==> src/rtl/pc_fetch_ctrl.sv <==
// Program-counter register and IDLE/RUN/DONE fetch sequencer for the 8-bit core.
// Drives the next-PC mux select and PC+1 input, and registers the mux output as the new PC.
module pc_fetch_ctrl #(
  parameter int unsigned         PC_WIDTH     = 10,
  parameter logic [PC_WIDTH-1:0] RESET_VECTOR = '0,
  parameter int unsigned         CNT_WIDTH    = 16
) (
  input  logic                 clk,
  input  logic                 rst_n,
  input  logic                 start,
  input  logic                 stall,
  input  logic                 halt,
  input  logic                 branch_taken,
  input  logic                 jump,
  input  logic [PC_WIDTH-1:0]  next_pc,
  output logic [1:0]           pc_sel,
  output logic [PC_WIDTH-1:0]  pc_plus1,
  output logic [PC_WIDTH-1:0]  pc,
  output logic                 fetch_valid,
  output logic                 busy,
  output logic                 done,
  output logic [CNT_WIDTH-1:0] instr_count
);

  localparam logic [1:0] IDLE = 2'd0;
  localparam logic [1:0] RUN  = 2'd1;
  localparam logic [1:0] DONE = 2'd2;

  localparam logic [1:0] SEL_INC = 2'b00;
  localparam logic [1:0] SEL_BR  = 2'b01;
  localparam logic [1:0] SEL_JMP = 2'b10;
  localparam logic [1:0] SEL_RST = 2'b11;

  logic [1:0] state;

  assign pc_plus1    = pc + PC_WIDTH'(1);
  assign fetch_valid = (state == RUN);
  assign busy        = (state == RUN);
  assign done        = (state == DONE);

  // Select ignores stall and halt; those only gate the register update.
  always_comb begin
    pc_sel = SEL_RST;
    if (state == RUN) begin
      if (jump)              pc_sel = SEL_JMP;
      else if (branch_taken) pc_sel = SEL_BR;
      else                   pc_sel = SEL_INC;
    end
  end

  always_ff @(posedge clk or negedge rst_n) begin
    if (!rst_n) begin
      state       <= IDLE;
      pc          <= RESET_VECTOR;
      instr_count <= '0;
    end else begin
      case (state)
        IDLE, DONE: begin
          if (start) begin
            pc          <= next_pc;
            instr_count <= '0;
            state       <= RUN;
          end
        end
        RUN: begin
          if (!stall) begin
            if (instr_count != '1) instr_count <= instr_count + CNT_WIDTH'(1);
            if (halt) state <= DONE;
            else      pc    <= next_pc;
          end
        end
        default: state <= IDLE;
      endcase
    end
  end

endmodule

==> config.mk <==
export PLATFORM = sky130hd
export DESIGN_NAME = pc_fetch_ctrl
export DESIGN_NICKNAME = d
export VERILOG_FILES = /design/src/rtl/pc_fetch_ctrl.sv
export SDC_FILE = /design/constraint.sdc
export NUM_CORES = 1
export LEC_CHECK = 0
export CORE_MARGIN = 2
export CORE_UTILIZATION = 49
export CTS_BUF_LIST = sky130_fd_sc_hd__clkbuf_16
export DETAILED_ROUTE_END_ITERATION = 6
export HOLD_SLACK_MARGIN = 0.05
export PLACE_DENSITY_LB_ADDON = 0.12
export SYNTH_ARGS = -nofsm -noshare
export SYNTH_HDL_FRONTEND = slang
export SYNTH_SLANG_ARGS = --single-unit
==> constraint.sdc <==
create_clock -name clk -period 2.9 [get_ports clk]
set_clock_uncertainty 0.15 [all_clocks]
set_input_delay 0.58 -clock clk [delete_from_list [all_inputs] [get_ports clk]]
set_output_delay 0.58 -clock clk [all_outputs]
set_load 0.05 [all_outputs]
==> flow_summary.toml, run 1 <==
[clock_network]
clkSinkCount = 28
clk_pin_slew_ns = 0.06
cts_max_path_buffers = 2
clk_latency_ns = 0.26
cts_hold_buf = 0
cts_root_buf = "clkbuf_16"
h-tree-depth = 1
cts_buffers = 3
cts_tree = "built"

[floorplan]
pin_count = 58
num_rows = 21
fp.dieW_um = 63.1
dieArea_um2 = 3980
initial_core_util = 0.513
fp.dieH_um = 63.1
coreArea_um2 = 3340

[detailed_routing]
drc = 0
first_pass_iters = 4
wirelength_um = 4540
antenna_left = 0
vias = 1642
drtIter0Drc = 90
via_per_inst = 5.86
avgRoutedWirePerCell_um = 16.2

[logic_synthesis]
synthAdderAreaFrac = 0.0146
syn_inst = 176
synth-xor-area-share = 0.0409
synth.area.top_cells = "dfrtp_1 (41%), mux2_2 (6.6%), xnor2_1 (3.6%)"
yosysSeqAreaShare = 0.409
ys_warn_count = 0
synth_top_family_by_area = "compound AO/OA/AOI/OAI gates"
synthFlopType = "dfrtp_1"
synthTopCellsByCount = "dfrtp_1 (28), nand2_1 (11), nand3_1 (11), mux2_2 (10), o21ai_0 (10)"
synth_fp_nets = 195
netlist_area_um2 = 1710
yosysMostFrequentCell = "dfrtp_1"
avgSynthCellArea_um2 = 9.73
netlist.area_leader.share = 0.409
synthMuxAreaShare = 0.0716
synth_edf_count = 0
async_reset_ff_frac = 1.00
synth-compound-area-share = 0.216
synth-simple-area-share = 0.199
ys_types = 47
synth_seq_cells = 28
yosys.area.top_type = "dfrtp_1"

[grt]
grt_pass1_wl_um = 7530
grt_pass1_vias = 1577
grt_use_total = 0.234
antenna_found_initial = 0
grt-ovfl-total = 0
grt_max_degree = 29

[worst_setup_path]
cp_max_fo = 6
crit_required_ns = 2.17
start_kind = "register"
end_kind = "output pin"
crit_arrival_ns = 2.07
crit_type = "reg -> out"

[placed_design]
dp_hpwl_um = 3310
io_buffer_count = 57
routabilityCongestion = 0.829

[sta]
hold_viol = 0
rsz0062_at_grt = "false"
slew_viol_final = 0
finalCriticalPeriod_ns = 2.80
setup-violations-final = 0
worstMarginPinSlew_ns = 0.568
relSlewSlack = 0.618
fin_crit_sh = 0.966
setup_tns_ns = 0
max_freq_ghz = 0.357

[power_and_ir_drop]
switching_share = 0.541
p_per_area_nw_per_um2 = 1260
power_frac_clock = 0.101
pwr-share-seq = 0.246
combPwrFrac = 0.653
p_leak_nw = 1.03
p_switching_mw = 1.64
internal-power_mw = 1.39
peakVddDrop_v = 0.000540
finalPower_mw = 3.03

[layout]
layout.nets = 254
final_core_util = 0.721
drive_gt1_frac = 0.128
syn2layout_area_growth_pct = 40.5
diodes = 0

[flow_run]
drv_cap = 0

[hold_path]
hold_class = "reg -> reg"

[run_status]
status = "completed"
[registers in the layout, summed over array words and instances (netlist names)]
name,flops
instr_count,16
pc,10
state,2
[cells in the final DEF (no fill, tap or decap), types with 2 or more instances in the layout]
master and count:
o211a_1 6, nor2_1 5, ha_1 2, o22ai_1 2, a21oi_1 8, dlymetal6s2s_1 2
nand2_1 11, nand4b_1 2, mux2_2 10, a21o_1 2, clkbuf_16 3, a2111oi_0 3
dfrtp_1 28, a221o_1 2, clkdlybuf4s50_1 48, nand2b_1 2, o22a_1 6, and2_1 2
and3_1 5, buf_4 14, nand3_1 11, nand4_1 3, inv_1 8, o2bb2ai_1 2
nor4_1 4, nor2b_1 3, xnor2_1 7, nor3_1 4, o21ai_0 10
[path summary, 6_finish.rpt]
| path | startpoint | end | slack, ns | cells after the start |
|---|---|---|---|---|
| worst max-delay path | pc[2] | pc_plus1[5] | 0.1 | 4 |
| worst min-delay path | pc[9] | pc[9] | 0.41 | 1 |
| worst max register to register | state[0] | pc[0] | 0.56 | 4 |
| worst min register to register | pc[9] | pc[9] | 0.41 | 1 |
| max in group asynchronous | rst_n | pc[5] | 1.79 | 2 |
| min in group asynchronous | rst_n | instr_count[15] | 0.54 | 2 |
[critical path, cell delays in order, from the launching register on]
cell and delay, ns:
dfrtp_1 0.45, and3_1 0.24, nand3_1 0.12, xnor2_1 0.18, clkdlybuf4s50_1 0.83
[cell families after synthesis]
family	Yosys count
AND/OR/NAND/NOR	58
AO/OA/AOI/OAI	51
flip-flops	28
buffers and inverters	18
multiplexers	11
XOR/XNOR	8
adder cells (fa/ha/maj)	2
[stage by stage]
stage                     std cells  area, um^2  setup WS (ns)  hold slack, ns
final                           280        2410         0.0995           0.411
after global routing            280        2410         0.0301           0.457
after CTS                       280        2400       0.000675           0.418
after detailed placement        276        2320          0.292           0.402
after global placement          276        2320          0.423           0.386
after floorplan                 176        1710         0.0918           0.134
[power groups by stage]
stage	clock (mW)	combinational, mW	sequential, mW
after CTS	0.319	1.99	0.736
final	0.306	1.98	0.744
after global routing	0.334	2.07	0.769
after detailed placement	0	1.98	0.743
after global placement	0	1.95	0.729
after floorplan	0	1.03	1.05
[layer usage]
layer / wire [um] / up-vias / global-route usage / share of wire
met5: 0 / - / 0 / 0
met4: 116 / 0 / 0.0611 / 0.026
met3: 317 / 12 / 0.0321 / 0.070
met2: 2180 / 73 / 0.410 / 0.48
met1: 1930 / 773 / 0.303 / 0.42
li1: - / 784 / - / -
[timing repair]
item	CTS	global route
endpoints found under the setup margin	0	2
resized for setup	0	2
buffers inserted	0	0
[area by class of cell]
type | count | area [um^2]
inverters | 8 | 30.0
clock inverters | 1 | 3.75
flip-flops and latches | 28 | 701
clock buffers | 3 | 75.1
repair buffers | 64 | 611
fillers | 263 | 930
well taps | 46 | 57.6
multi-input cells | 130 | 930
Power figures use the tool's default switching activity.
==> inputs of run 2 (changes only) <==
Clock period 2.9 ns to 3.3 ns, I/O delays scaled along.
==> run 2 against run 1 <==
Setup slack better by 0.20 ns. Die area unchanged. Clock power up 18%. Largest power group unchanged. Highest routed layer unchanged.
==> flow_summary.toml, run 2 (same netlist as run 1, synthesis figures left out) <==
[run_status]
status = "completed"

[power_and_ir_drop]
finalPower_mw = 2.73
internal-power_mw = 1.30
switching_share = 0.525
p_per_area_nw_per_um2 = 1130
power_frac_clock = 0.132
peakVddDrop_v = 0.000516
pwr-share-seq = 0.236
p_switching_mw = 1.44
p_leak_nw = 1.01
combPwrFrac = 0.632

[sta]
slew_viol_final = 0
setup_tns_ns = 0
rsz0062_at_grt = "false"
max_freq_ghz = 0.333
hold_viol = 0
relSlewSlack = 0.426
fin_crit_sh = 0.910
finalCriticalPeriod_ns = 3.00
worstMarginPinSlew_ns = 0.855
setup-violations-final = 0

[floorplan]
coreArea_um2 = 3340
fp.dieW_um = 63.1
fp.dieH_um = 63.1
initial_core_util = 0.513
num_rows = 21
dieArea_um2 = 3980
pin_count = 58

[detailed_routing]
drc = 0
top_layer_used = "met4"
wl_met2_um = 2120
wirelength_um = 4370
drtIter0Drc = 75
met3_wirelength_um = 269
wl_met1_um = 1960
antenna_left = 0
first_pass_iters = 4
via_per_inst = 5.80
vias = 1606
avgRoutedWirePerCell_um = 15.8

[worst_setup_path]
max_stage_delay_ns = 0.82
crit_arrival_ns = 2.19
crit_chain = "and3_1 > and3_1 > nand3_1 > xnor2_1 > clkdlybuf4s50_1"
critPathTopFamily = "buffers and inverters"
worst-path-buf-inv = 1
critPathSlowestCell = "clkdlybuf4s50_1"
start_kind = "register"
crit_type = "reg -> out"
crit_required_ns = 2.49
cp_max_fo = 6
crit_top_cell = "and3_1"
regToRegSetupSlack_ns = 0.68
end_kind = "output pin"

[layout]
syn2layout_area_growth_pct = 41.5
layout.nets = 251
largest_reg_flops = 16
reg.largest.list = "instr_count (16), pc (10), state (2)"
diodes = 0
final_common_cell = "clkdlybuf4s50_1"
top_register = "instr_count"
layout_common_cells = "clkdlybuf4s50_1 (57), dfrtp_1 (28), nand3_1 (11), nand2_1 (11)"
drive_gt1_frac = 0.0909

[placed_design]
io_buffer_count = 57
routabilityCongestion = 0.824
dp_hpwl_um = 3140

[clock_network]
h-tree-depth = 1
cts_buffers = 3
clk_latency_ns = 0.26
postCtsSetupRepairBufs = 0
clk_pin_slew_ns = 0.07
cts_root_buf = "clkbuf_16"
cts_resized = 0
cts_max_path_buffers = 2
clkSinkCount = 28
cts_hold_buf = 0
cts_tree = "built"

[hold_path]
hold_class = "reg -> reg"

[grt]
grt_use_total = 0.230
grt-ovfl-total = 0
grt_max_degree = 29
grt_pass1_vias = 1557
antenna_found_initial = 0
grt_pass1_wl_um = 7460

[flow_run]
drv_cap = 0
run 2: cell count changes in the layout (fill, tap and decap cells not counted):
cell | before | now
buf_4 | 14 | 4
clkdlybuf4s50_1 | 48 | 57
dlymetal6s2s_1 | 2 | 0
bufinv_16 | 0 | 1
clkinv_1 | 1 | 0
run 2: layout make-up:
type	instances	area, um^2
Timing Repair Buffer	61	601
Clock inverter	1	30.0
Tap cell	46	57.6
Multi-Input combinational cell	130	930
Fill cell	255	913
Sequential cell	28	701
Clock buffer	3	75.1
Inverter	8	30.0
run 2: metrics by stage:
stage	std cells	hold WS, ns	cell area (um^2)	util	setup WS [ns]
final	277	0.423	2420	0.726	0.297
after floorplan	176	0.214	1710	-	0.412
after CTS	277	0.429	2420	0.726	0.279
after global placement	273	0.386	2320	0.695	0.401
after global routing	277	0.462	2420	0.726	0.151
after detailed placement	273	0.414	2320	0.695	0.383
run 2: worst register-to-register path, cell delays in order (launching register included):
cell,delay [ns]
dfrtp_1,0.63
nor2b_1,0.34
buf_4,0.21
nand4_1,0.09
buf_4,0.18
o21ai_1,0.67
a221o_1,0.29
run 2: routing by layer:
metal	global-route usage	up-vias
li1	-	783
met4	0.0417	0
met3	0.0393	2
met2	0.395	65
met5	0	-
met1	0.309	756
run 2: power groups by stage:
stage                     Clock, mW  Sequential (mW)  Combinational, mW
final                         0.361            0.644               1.73
after global routing          0.381            0.671               1.81
after CTS                     0.363            0.643               1.74
after detailed placement          0            0.650               1.73
after global placement            0            0.637               1.71
after floorplan                   0            0.924              0.909
run 2: worst paths after layout:
path                       cells past startpoint               to      from
min reg2reg                                    1            pc[9]     pc[9]
min                                            1            pc[9]     pc[9]
min in group asynchronous                      2  instr_count[15]     rst_n
max                                            5      pc_plus1[9]     pc[2]
max in group asynchronous                      2         state[1]     rst_n
max reg2reg                                    6  instr_count[13]  state[0]
